<file path="src/rtl/axil_pkg.sv">
// Shared AXI4-Lite definitions: response codes, master state encoding, register map.
package axil_pkg;

  localparam logic [1:0] RESP_OKAY   = 2'b00;
  localparam logic [1:0] RESP_EXOKAY = 2'b01;
  localparam logic [1:0] RESP_SLVERR = 2'b10;
  localparam logic [1:0] RESP_DECERR = 2'b11;

  localparam logic [9:0] REG_CTRL    = 10'h000;
  localparam logic [9:0] REG_CONTROL = 10'h010;

  typedef enum logic [2:0] {
    ST_IDLE  = 3'd0,
    ST_WADDR = 3'd1,
    ST_WRESP = 3'd2,
    ST_RADDR = 3'd3,
    ST_RRESP = 3'd4,
    ST_RSP   = 3'd5
  } state_e;

  // True in the two states that wait on the slave's response channel.
  function automatic logic is_resp_wait(state_e s);
    return (s == ST_WRESP) || (s == ST_RRESP);
  endfunction

endpackage

</file>
<file path="src/rtl/axil_cmd_master.sv">
// AXI4-Lite initiator: one register command in, one AXI-Lite transaction out, one response back.
module axil_cmd_master
  import axil_pkg::*;
#(
  parameter int unsigned ADDR_W      = 32,
  parameter int unsigned DATA_W      = 32,
  parameter int unsigned STALL_LIMIT = 255
) (
  input  logic                  M_AXI_ACLK,
  input  logic                  M_AXI_ARESETN,
  input  logic                  cmd_valid,
  output logic                  cmd_ready,
  input  logic                  cmd_write,
  input  logic [ADDR_W-1:0]     cmd_addr,
  input  logic [DATA_W-1:0]     cmd_wdata,
  input  logic [DATA_W/8-1:0]   cmd_wstrb,
  output logic                  rsp_valid,
  input  logic                  rsp_ready,
  output logic                  rsp_write,
  output logic [DATA_W-1:0]     rsp_rdata,
  output logic [1:0]            rsp_resp,
  output logic                  busy,
  output logic                  stall,
  output logic [ADDR_W-1:0]     M_AXI_AWADDR,
  output logic                  M_AXI_AWVALID,
  input  logic                  M_AXI_AWREADY,
  output logic [DATA_W-1:0]     M_AXI_WDATA,
  output logic [DATA_W/8-1:0]   M_AXI_WSTRB,
  output logic                  M_AXI_WVALID,
  input  logic                  M_AXI_WREADY,
  input  logic [1:0]            M_AXI_BRESP,
  input  logic                  M_AXI_BVALID,
  output logic                  M_AXI_BREADY,
  output logic [ADDR_W-1:0]     M_AXI_ARADDR,
  output logic                  M_AXI_ARVALID,
  input  logic                  M_AXI_ARREADY,
  input  logic [DATA_W-1:0]     M_AXI_RDATA,
  input  logic [1:0]            M_AXI_RRESP,
  input  logic                  M_AXI_RVALID,
  output logic                  M_AXI_RREADY
);

  localparam int unsigned STRB_W = DATA_W / 8;
  localparam int unsigned CLOG_W = $clog2(STALL_LIMIT + 1);
  localparam int unsigned CNT_W  = (CLOG_W > 8) ? CLOG_W : 8;

  state_e              state_q, state_d;
  logic [ADDR_W-1:0]   addr_q;
  logic [DATA_W-1:0]   wdata_q;
  logic [STRB_W-1:0]   wstrb_q;
  logic                write_q;
  logic [DATA_W-1:0]   rdata_q;
  logic [1:0]          resp_q;
  logic                aw_done_q, w_done_q;
  logic [CNT_W-1:0]    stall_cnt_q;
  logic                aw_hs, w_hs;

  assign aw_hs = M_AXI_AWVALID && M_AXI_AWREADY;
  assign w_hs  = M_AXI_WVALID && M_AXI_WREADY;

  // State register.
  always_ff @(posedge M_AXI_ACLK or negedge M_AXI_ARESETN) begin
    if (!M_AXI_ARESETN) state_q <= ST_IDLE;
    else                state_q <= state_d;
  end

  // Next-state decode; AW and W may complete in either order or together.
  always_comb begin
    state_d = state_q;
    case (state_q)
      ST_IDLE:  if (cmd_valid) state_d = cmd_write ? ST_WADDR : ST_RADDR;
      ST_WADDR: if ((aw_done_q || aw_hs) && (w_done_q || w_hs)) state_d = ST_WRESP;
      ST_WRESP: if (M_AXI_BVALID) state_d = ST_RSP;
      ST_RADDR: if (M_AXI_ARREADY) state_d = ST_RRESP;
      ST_RRESP: if (M_AXI_RVALID) state_d = ST_RSP;
      ST_RSP:   if (rsp_ready) state_d = ST_IDLE;
      default:  state_d = ST_IDLE;
    endcase
  end

  // Output decode from the registered state and captured command/response.
  always_comb begin
    cmd_ready     = 1'b0;
    busy          = 1'b1;
    M_AXI_AWVALID = 1'b0;
    M_AXI_WVALID  = 1'b0;
    M_AXI_BREADY  = 1'b0;
    M_AXI_ARVALID = 1'b0;
    M_AXI_RREADY  = 1'b0;
    rsp_valid     = 1'b0;
    case (state_q)
      ST_IDLE: begin
        cmd_ready = 1'b1;
        busy      = 1'b0;
      end
      ST_WADDR: begin
        M_AXI_AWVALID = !aw_done_q;
        M_AXI_WVALID  = !w_done_q;
      end
      ST_WRESP: M_AXI_BREADY  = 1'b1;
      ST_RADDR: M_AXI_ARVALID = 1'b1;
      ST_RRESP: M_AXI_RREADY  = 1'b1;
      ST_RSP:   rsp_valid     = 1'b1;
      default:  busy          = 1'b0;
    endcase
    M_AXI_AWADDR = addr_q;
    M_AXI_ARADDR = addr_q;
    M_AXI_WDATA  = wdata_q;
    M_AXI_WSTRB  = wstrb_q;
    rsp_write    = write_q;
    rsp_rdata    = rdata_q;
    rsp_resp     = resp_q;
    stall        = is_resp_wait(state_q) && (stall_cnt_q == CNT_W'(STALL_LIMIT));
  end

  // Command capture, AW/W completion flags and response capture.
  always_ff @(posedge M_AXI_ACLK or negedge M_AXI_ARESETN) begin
    if (!M_AXI_ARESETN) begin
      addr_q    <= '0;
      wdata_q   <= '0;
      wstrb_q   <= '0;
      write_q   <= 1'b0;
      rdata_q   <= '0;
      resp_q    <= RESP_OKAY;
      aw_done_q <= 1'b0;
      w_done_q  <= 1'b0;
    end else begin
      case (state_q)
        ST_IDLE: begin
          if (cmd_valid) begin
            addr_q    <= cmd_addr;
            wdata_q   <= cmd_wdata;
            wstrb_q   <= cmd_wstrb;
            write_q   <= cmd_write;
            aw_done_q <= 1'b0;
            w_done_q  <= 1'b0;
          end
        end
        ST_WADDR: begin
          if (aw_hs) aw_done_q <= 1'b1;
          if (w_hs)  w_done_q  <= 1'b1;
        end
        ST_WRESP: begin
          if (M_AXI_BVALID) begin
            resp_q  <= M_AXI_BRESP;
            rdata_q <= '0;
          end
        end
        ST_RRESP: begin
          if (M_AXI_RVALID) begin
            resp_q  <= M_AXI_RRESP;
            rdata_q <= M_AXI_RDATA;
          end
        end
        default: ;
      endcase
    end
  end

  // Saturating wait counter; zero outside the response-wait states and on exit from them.
  always_ff @(posedge M_AXI_ACLK or negedge M_AXI_ARESETN) begin
    if (!M_AXI_ARESETN) begin
      stall_cnt_q <= '0;
    end else if (is_resp_wait(state_q) && is_resp_wait(state_d)) begin
      if (stall_cnt_q != CNT_W'(STALL_LIMIT)) stall_cnt_q <= stall_cnt_q + CNT_W'(1);
    end else begin
      stall_cnt_q <= '0;
    end
  end

endmodule
</file>
<file path="config.mk">
export PLATFORM = sky130hd
export DESIGN_NAME = axil_cmd_master
export DESIGN_NICKNAME = d
export VERILOG_FILES = /design/src/rtl/axil_pkg.sv /design/src/rtl/axil_cmd_master.sv
export SDC_FILE = /design/constraint.sdc
export NUM_CORES = 1
export LEC_CHECK = 0
export ABC_CLOCK_PERIOD_IN_PS = 4250
export CAP_MARGIN = 20
export CORE_UTILIZATION = 35
export CTS_BUF_LIST = sky130_fd_sc_hd__clkbuf_16
export CTS_CLUSTER_SIZE = 40
export DETAILED_ROUTE_END_ITERATION = 16
export GPL_ROUTABILITY_DRIVEN = 1
export PLACE_DENSITY = 0.84
export SLEW_MARGIN = 20
export SYNTH_ARGS = -nofsm -noshare
export SYNTH_HDL_FRONTEND = slang
export SYNTH_SLANG_ARGS = --single-unit
export TNS_END_PERCENT = 5
</file>
<file path="constraint.sdc">
create_clock -name M_AXI_ACLK -period 4.25 [get_ports M_AXI_ACLK]
set_input_delay 0.85 -clock M_AXI_ACLK [delete_from_list [all_inputs] [get_ports M_AXI_ACLK]]
set_output_delay 0.85 -clock M_AXI_ACLK [all_outputs]
set_load 0.02 [all_outputs]
</file>
==> flow_summary.yaml <==
run_status:
  status: "complete, no violations"
power:
  swShare: 0.3587
  p_int_mw: 4.266
  power_switching_mw: 2.386
  seqPwrFrac: 0.292
  p_leak_nw: 3.303
  p_clk_frac: 0.234
  power.density_nw_per_um2: 821.4
  p_comb_frac: 0.474
  ir_drop_mv: 0.3940
  finalPower_mw: 6.653
floorplanning:
  die_w_um: 121.0
  fp.dieH_um: 121.0
  core_area_sq_um: 13830
  initial_core_util: 0.3582
  core.rowCount: 43
  die-area_sq_um: 14630
  pin_count: 258
route:
  dr.pass1.iters: 4
  vias: 3917
  via_per_inst: 4.685
  finalWirelength_mm: 12.62
  drt-initial-drc-count: 172
  detail-route-antenna-nets: 0
  wl_per_cell_um: 15.09
  drc: 0
placement:
  gp_congestion: 0.7410
  hpwlAfterDp_mm: 9.181
  port_buffers: 257
  post-place-cells: 804
  dp_worst_setup_slack_ns: 1.387
setup_path:
  end_kind: "output port"
  slowest_stage: "dfrtp_1"
  setup.worst_path.class: "reg2out"
  path_delay_family: "buffers and inverters"
  slowest_delay_ns: 0.65
  worstPathBufferInverterCount: 2
  crit_arrival_ns: 2.46
  cp.required_ns: 3.40
  path_cells: "nor3b_2, buf_4, o21a_1, clkdlybuf4s50_1"
  worstSetupStartpointType: "flip-flop"
  crit_fanout: 37
clocking:
  clkTransAtPathRegs_ns: 0.05
  cts_num_sinks: 116
  root_buffer: "clkbuf_16"
  numCtsBuffers: 17
  cts_setup_buffers: 0
  cts_tree: "yes"
  cts_hold_buf: 0
  cts_buffer_depth: 2
  clock_latency_ns: 0.41
  htreeDepth: 4
  ctsResizeCount: 0
global_routing:
  globalRouteMet3Util: 0.07190
  grt_usage: 0.1786
  grt_use_met2: 0.3025
  grt.busiest_layer: "met2"
  grt_pass1_wl_mm: 19.92
  met1_usage: 0.1968
  antenna_found_initial: 0
  grt_pass1_vias: 4058
  grt_max_degree: 90
  grt_overflow: 0
timing:
  drv_slew: 0
  fin_crit_sh: 0.7779
  max_freq_ghz: 0.3025
  fin_tns_setup_ns: 0
  finalWorstSetupSlack_ns: 0.9439
  rsz0062_at_grt: "false"
  min_period_ns: 3.306
  setup_violations: 0
  finalHoldViolCount: 0
  worstMarginPinSlew_ns: 0.9700
  fin_skew_ns: 0.01017
  slew_headroom: 0.3533
yosys:
  synth_area_sq_um: 4954
  yosys_warnings: 0
  synthesis.nets: 532
  syn_inst: 416
  yosysSeqAreaShare: 0.5860
  ys_types: 36
  syn_area_per_cell_sq_um: 11.91
  ys_seq_elements: 116
finish:
  final_nets: 759
  final_cells: 836
  final_util: 0.5857
  final_cell_mix: "256 x clkdlybuf4s50_1, 116 x dfrtp_1, 70 x nand2_1"
  nFillCells: 1132
  layout_commonest_cell: "clkdlybuf4s50_1"
  insertedDiodeCount: 0
  syn2layout_area_growth_pct: 63.50
  drive_gt1_frac: 0.1738
worst_hold_path:
  hp-class: "reg2reg"
job:
  maxCapViolCount: 0
[final timing paths]
path | startpoint | to | cells after the start | slack [ns]
setup / recovery | state_q[2] | stall | 4 | 0.94
hold / removal | rsp_resp[1] | rsp_resp[1] | 2 | 0.48
setup reg to reg | state_q[2] | stall_cnt_q[4] | 5 | 2.06
hold reg to reg | rsp_resp[1] | rsp_resp[1] | 2 | 0.48
max in group asynchronous | M_AXI_ARESETN | M_AXI_WDATA[16] | 2 | 2.96
min in group asynchronous | M_AXI_ARESETN | rsp_rdata[29] | 1 | 0.51
[through the flow]
stage	cell area, sq um	hold WS [ns]
2_1_floorplan	4954	0.4850
3_3_place_gp	7441	0.4616
3_5_place_dp	7441	0.4728
4_1_cts	8095	0.4858
5_1_grt	8099	0.5068
6_report	8099	0.4830
[cell usage after synthesis, drive strengths merged]
cell	instances	area share
nand4	1	0.0013
or2	2	0.0025
a311oi	1	0.0030
nor3b	3	0.0068
nand3	3	0.0030
nor4	1	0.0013
nand2	70	0.053
o21ai	36	0.036
nor4b	1	0.0018
buf	47	0.067
mux2i	5	0.010
inv	4	0.0030
o32ai	1	0.0018
dfrtp	116	0.59
nor3	2	0.0020
a211oi	3	0.0045
xor2	3	0.0053
o211ai	1	0.0015
a21o	2	0.0030
clkbuf	7	0.0053
o21a	1	0.0015
mux2	69	0.16
o21bai	1	0.0015
nand2b	1	0.0013
nand3b	5	0.0076
a2111o	1	0.0023
or3b	1	0.0018
a21oi	7	0.0071
and2	2	0.0025
ha	2	0.0051
o22ai	1	0.0013
nor2	15	0.011
and3	1	0.0013
[cell type report]
class | instances | area [sq um] | area share
inverters | 4 | 15.01 | 0.001854
flip-flops and latches | 116 | 2903 | 0.3584
clock inverters | 15 | 229.0 | 0.02827
well taps | 180 | 225.2 | 0.02781
clock buffers | 17 | 425.4 | 0.05253
multi-input cells | 242 | 1690 | 0.2087
repair buffers | 262 | 2611 | 0.3224
[cells by family (layout without fill, tap and decap cells)]
family | count (synthesis) | count (layout) | share of synthesized area
AOI/OAI and AO/OA | 55 | 55 | 0.06390
adders and majority gates | 2 | 2 | 0.005051
muxes | 74 | 74 | 0.1670
and+or+nand+nor | 108 | 108 | 0.09750
buffers and inverters | 58 | 298 | 0.07527
DFF | 116 | 116 | 0.5860
xor gates and xnor gates | 3 | 3 | 0.005305
[metal layers]
| layer | routed length, um | up-vias | part of all wire |
|---|---|---|---|
| met2 | 6226 | 189 | 0.49 |
| met5 | 0 | - | 0 |
| met1 | 4929 | 1866 | 0.39 |
| li1 | - | 1842 | - |
| met3 | 1221 | 20 | 0.097 |
| met4 | 238 | 0 | 0.019 |
[worst register-to-register path: stages, from the launching register on]
cell and delay [ns]:
dfrtp_1 0.65, nor3b_2 0.25, buf_4 0.38, o21bai_1 0.11, a2111o_1 0.43, a311oi_2 0.28
[state kept, by name, indices dropped and copies added (netlist names)]
name / flops
state_q: 3
M_AXI_WDATA: 32
M_AXI_ARADDR: 32
M_AXI_WSTRB: 4
w_done_q: 1
rsp_write: 1
rsp_resp: 2
aw_done_q: 1
stall_cnt_q: 8
rsp_rdata: 32
[power groups by stage]
stage	Sequential, mW	Clock, mW	Combinational [mW]
floorplan	2.45	0	1.28
global placement	1.92	0	3.13
detailed placement	1.96	0	3.18
CTS	1.95	1.59	3.19
global route	2.02	1.65	3.35
finish	1.94	1.56	3.15
No activity file was read; power rests on OpenSTA's default activity.
